===== src/rtl/mem_port_arbiter.sv =====
// Two-requester, single-target round-robin arbiter for the memory request/response bus.
// One transaction in flight; the granted request is registered before it reaches the target.
module mem_port_arbiter #(
  parameter int TIMEOUT_CYCLES = 1024,
  parameter int CNT_W          = 16
) (
  input  logic        clk,
  input  logic        reset,
  output logic        in0_req_ready,
  input  logic        in0_req_valid,
  input  logic [31:0] in0_req_bits_addr,
  input  logic [31:0] in0_req_bits_data,
  input  logic [1:0]  in0_req_bits_len,
  input  logic        in0_req_bits_func,
  input  logic [3:0]  in0_req_bits_wstrb,
  input  logic        in0_resp_ready,
  output logic        in0_resp_valid,
  output logic [31:0] in0_resp_bits_data,
  output logic        in1_req_ready,
  input  logic        in1_req_valid,
  input  logic [31:0] in1_req_bits_addr,
  input  logic [31:0] in1_req_bits_data,
  input  logic [1:0]  in1_req_bits_len,
  input  logic        in1_req_bits_func,
  input  logic [3:0]  in1_req_bits_wstrb,
  input  logic        in1_resp_ready,
  output logic        in1_resp_valid,
  output logic [31:0] in1_resp_bits_data,
  input  logic        out_req_ready,
  output logic        out_req_valid,
  output logic [31:0] out_req_bits_addr,
  output logic [31:0] out_req_bits_data,
  output logic [1:0]  out_req_bits_len,
  output logic        out_req_bits_func,
  output logic [3:0]  out_req_bits_wstrb,
  output logic        out_resp_ready,
  input  logic        out_resp_valid,
  input  logic [31:0] out_resp_bits_data,
  output logic        err_timeout
);

  typedef enum logic [1:0] {IDLE, REQ, RESP} state_t;

  localparam logic [CNT_W-1:0] LP_TIMEOUT = CNT_W'(TIMEOUT_CYCLES);

  state_t           r_state;
  logic             r_last_grant;
  logic             r_owner;
  logic [CNT_W-1:0] r_cnt;
  logic             r_err;
  logic [31:0]      r_addr;
  logic [31:0]      r_data;
  logic [1:0]       r_len;
  logic             r_func;
  logic [3:0]       r_wstrb;

  logic             w_any;
  logic             w_grant;
  logic             w_in_resp;
  logic [CNT_W-1:0] w_cnt_inc;

  always_comb begin
    w_any     = in0_req_valid | in1_req_valid;
    // On contention the requester that did not win last time is chosen.
    w_grant   = (in0_req_valid && in1_req_valid) ? ~r_last_grant : in1_req_valid;
    w_in_resp = (r_state == RESP);
    w_cnt_inc = r_cnt + CNT_W'(1);
  end

  // Readies are held low while reset is asserted so no handshake can be taken then.
  assign in0_req_ready = reset && (r_state == IDLE) && in0_req_valid && !w_grant;
  assign in1_req_ready = reset && (r_state == IDLE) && in1_req_valid &&  w_grant;

  assign in0_resp_valid     = w_in_resp && !r_owner && out_resp_valid;
  assign in1_resp_valid     = w_in_resp &&  r_owner && out_resp_valid;
  assign in0_resp_bits_data = (w_in_resp && !r_owner) ? out_resp_bits_data : '0;
  assign in1_resp_bits_data = (w_in_resp &&  r_owner) ? out_resp_bits_data : '0;
  assign out_resp_ready     = w_in_resp && (r_owner ? in1_resp_ready : in0_resp_ready);

  assign out_req_valid      = (r_state == REQ);
  assign out_req_bits_addr  = r_addr;
  assign out_req_bits_data  = r_data;
  assign out_req_bits_len   = r_len;
  assign out_req_bits_func  = r_func;
  assign out_req_bits_wstrb = r_wstrb;
  assign err_timeout        = r_err;

  always_ff @(posedge clk) begin
    if (!reset) begin
      r_state      <= IDLE;
      r_last_grant <= 1'b1;
      r_owner      <= 1'b0;
      r_cnt        <= '0;
      r_err        <= 1'b0;
      r_addr       <= '0;
      r_data       <= '0;
      r_len        <= '0;
      r_func       <= 1'b0;
      r_wstrb      <= '0;
    end else begin
      case (r_state)
        IDLE: begin
          if (w_any) begin
            r_owner <= w_grant;
            r_addr  <= w_grant ? in1_req_bits_addr  : in0_req_bits_addr;
            r_data  <= w_grant ? in1_req_bits_data  : in0_req_bits_data;
            r_len   <= w_grant ? in1_req_bits_len   : in0_req_bits_len;
            r_func  <= w_grant ? in1_req_bits_func  : in0_req_bits_func;
            r_wstrb <= w_grant ? in1_req_bits_wstrb : in0_req_bits_wstrb;
            r_state <= REQ;
          end
        end
        REQ: begin
          if (out_req_ready) begin
            r_state <= RESP;
            r_cnt   <= '0;
          end
        end
        RESP: begin
          if (out_resp_valid && out_resp_ready) begin
            r_last_grant <= r_owner;
            r_state      <= IDLE;
          end else if ((TIMEOUT_CYCLES != 0) && !out_resp_valid && (r_cnt != LP_TIMEOUT)) begin
            // Flag is raised on the same edge the counter saturates.
            r_cnt <= w_cnt_inc;
            if (w_cnt_inc == LP_TIMEOUT) r_err <= 1'b1;
          end
        end
        default: r_state <= IDLE;
      endcase
    end
  end

endmodule


===== config.mk =====
export PLATFORM = sky130hd
export DESIGN_NAME = mem_port_arbiter
export DESIGN_NICKNAME = d
export VERILOG_FILES = /design/src/rtl/mem_port_arbiter.sv
export SDC_FILE = /design/constraint.sdc
export NUM_CORES = 1
export LEC_CHECK = 0
export ABC_AREA = 1
export CORE_AREA = 2 2 127 129
export CTS_BUF_LIST = sky130_fd_sc_hd__clkbuf_4
export CTS_CLUSTER_DIAMETER = 50
export DETAILED_ROUTE_END_ITERATION = 10
export DIE_AREA = 0 0 129 131
export GPL_ROUTABILITY_DRIVEN = 0
export HOLD_SLACK_MARGIN = 0.03
export PLACE_DENSITY = 0.71
export SLEW_MARGIN = 0
export SYNTH_ARGS = -nofsm -noshare
export SYNTH_HDL_FRONTEND = slang
export SYNTH_SLANG_ARGS = --single-unit

===== constraint.sdc =====
create_clock -name clk -period 3.52 [get_ports clk]
set_input_delay 0.704 -clock clk [delete_from_list [all_inputs] [get_ports clk]]
set_output_delay 0.704 -clock clk [all_outputs]
set_load 0.1 [all_outputs]

==> flow_summary.ini <==
[die]
die_area_sq_um = 16900
die_height_microns = 131
die-width_microns = 129
ios = 324
placementRows = 46
design.core.area_sq_um = 15600
start_util_pct = 30.2

[cts]
path_clk_slew_ns = 0.13
hold_buffers = 0
cts_resized = 0
cts_setup_buffers = 0
cts_buffer_depth = 2
cts_sinks = 92
cts_buffers = 9
cts-root-buf = clkbuf_4
ctsHtreeMaxLevel = 3
insertion_delay_ns = 0.45
cts_tree = done

[power]
p_leak_nw = 3.61
power_mw = 3.52
pwr-share-seq_pct = 35.1
p_per_area_nw_per_um2 = 396
power_frac_comb_pct = 49.7
switching_share_pct = 47.5
p_int_mw = 1.85
clkPwrFrac_pct = 15.2
vdd_drop_max_v = 0.000227
switchingPower_mw = 1.67

[sta]
fin_crit_sh_pct = 78.7
setup_tns_ns = 0
timing.hold.ws_ns = 0.500
final.min_clock_period_ns = 2.77
max_freq_mhz = 361
setup_violations = 0
maxSlewViolCount = 0
hold_violations = 0
fin_worst_skew_ns = 0.0180
rsz0062_at_grt = no
max_slew_margin_pct = 30.9
tightest_slew_ns = 1.03

[setup_path]
critPathKind = flip-flop to output port
slowest_stage = dfxtp_1
cp.arrival_ns = 2.07
cp_slowest_stage_delay_ns = 0.38
crit_start = r_state[1]
cp_top_family = buffers and inverters
timing.critical_path.buf_inv = 5
crit_required_ns = 2.82
end_kind = output port
startpoint_type = flip-flop
worst-path-max-fanout = 16
rr_startpoint = r_state[1]
worstPathCellList = inv_1, nor2_2, inv_1, nor2_1, inv_1, buf_4, nor2_1, buf_12
worst_path_most_repeated_cell = inv_1

[synthesis]
synth_top_area_share_pct = 39.1
ys_types = 28
synth_common_cells = nand2_1, nor2_1, dfxtp_1
ys_ff_latch = 92
synthArstFlopShare_pct = 0
yosysWarningCount = 0
ys_top_cells_by_area = dfxtp_1, nand2_1, a31oi_1
synth_sequential_area_ratio_pct = 39.1
synthCells = 731
ys.flop_type = dfxtp_1
synthesis.nets = 915
synth.avg_cell_area_sq_um = 6.45
yosysMostFrequentCell = nand2_1
synth_edf_count = 0
synth_top_cell_by_area = dfxtp_1
netlist_area_sq_um = 4710

[worst_hold_path]
hp-class = flip-flop to flip-flop
hp-start = err_timeout

[global_route]
grt_overflow = 0
grt_pass1_wl_microns = 26300
grt_max_degree = 123
grt_usage_pct = 19.5
antenna_found_initial = 1
grt_pass1_vias = 5314

[drt]
drtAntennaViolNets = 0
vias_per_cell = 4.62
dr_total_vias = 5761
routedWlPerCell_microns = 14.1
drt_iter0_drc = 224
wl_microns = 17600
drc = 0
drtPass1Iterations = 4

[cells_and_area]
drive_above_1_share_pct = 11.5
area_growth_pct = 88.3
stdcell_count = 1248
utilization_pct = 56.9
nets = 1210

[place]
placed_cells = 1231
port_buffers = 323
dp_hpwl_microns = 13100

[status]
status = finished, final reports clean

[job]
max_cap_viol_count = 0
## cells by family after synthesis
| kind of cell | after synthesis | synth area share [%] |
|---|---|---|
| and+or+nand+nor | 342 | 29.3 |
| AOI/OAI and AO/OA | 183 | 21.6 |
| buffers and inverters | 111 | 9.32 |
| DFF | 92 | 39.1 |
| adders and majority gates | 2 | 0.531 |
| xor gates and xnor gates | 1 | 0.186 |
## path summary, 6_finish.rpt
| kind | endpoint | slack (ns) | cells past startpoint |
|---|---|---|---|
| hold reg to reg | err_timeout | 0.50 | 2 |
| hold / removal | err_timeout | 0.50 | 2 |
| setup reg to reg | out_req_bits_addr[13] | 1.58 | 6 |
| setup / recovery | in0_resp_bits_data[9] | 0.75 | 8 |
## power groups by stage
| stage | clock network [mW] | registers, mW | logic (mW) |
|---|---|---|---|
| final | 0.534 | 1.23 | 1.75 |
| after CTS | 0.557 | 1.23 | 1.75 |
| after detailed placement | 0 | 1.26 | 1.75 |
| after floorplan | 0 | 1.99 | 0.448 |
| after global routing | 0.605 | 1.25 | 1.83 |
| after global placement | 0 | 1.25 | 1.74 |
## placed cells by master, fill, tap and decap left out
master,synthesis,final
nor3_1,2,2
clkinvlp_4,0,1
nor2_1,109,109
nor3b_2,0,1
o21ai_0,87,87
a31oi_1,71,71
a21oi_1,20,20
nand2_2,4,4
xnor2_1,1,1
a211oi_1,1,1
a21oi_4,0,1
nor2_2,2,2
nor2_4,4,4
inv_6,0,1
diode_2,0,1
buf_4,1,16
nand2_1,198,198
buf_12,0,69
clkbuf_4,0,12
a31o_2,1,1
ha_1,2,2
clkdlybuf4s50_1,0,245
buf_2,9,1
nand3_2,1,1
o21ai_1,1,1
nand3b_1,2,2
inv_2,3,2
clkinv_2,0,2
nand4_1,5,5
clkinv_1,0,1
inv_1,61,61
nand3_1,14,14
a21oi_2,2,1
dfxtp_1,92,92
## state kept, by name, indices dropped and copies added, names as in the netlist
name / flops
r_state: 2
r_last_grant: 1
out_req_bits_wstrb: 4
out_req_bits_addr: 32
out_req_bits_len: 2
out_req_bits_data: 32
out_req_bits_func: 1
r_owner: 1
err_timeout: 1
r_cnt: 16
## tightest hold or removal path, delay by kind of cell (launching register included)
family	cells	cell delay, ns
DFF	1	0.35
buffers and inverters	1	0.07
AOI/OAI and AO/OA	1	0.05
## final cells by class
| type | instances | area (sq um) |
|---|---|---|
| fill | 1466 | 6720 |
| antenna | 1 | 2.50 |
| sequential | 92 | 1840 |
| timing repair buffer | 331 | 3960 |
| clock inverter | 4 | 25.0 |
| multi-input combinational | 528 | 2440 |
| tap | 216 | 270 |
| clock buffer | 12 | 90.1 |
| inverter | 64 | 241 |
## through the flow
| stage | setup slack [ns] | area, sq um |
|---|---|---|
| after CTS | 0.668 | 8870 |
| after global placement | 0.853 | 8760 |
| final | 0.749 | 8870 |
| after detailed placement | 0.820 | 8760 |
| after floorplan | 0.405 | 4720 |
| after global routing | 0.521 | 8870 |
## layer usage
layer | track usage (%) | routed length [microns]
met1 | 22.0 | 6990
met2 | 34.5 | 8630
met3 | 6.43 | 1500
met4 | 7.29 | 456
met5 | 0 | 0
Power figures use the tool's default switching activity.
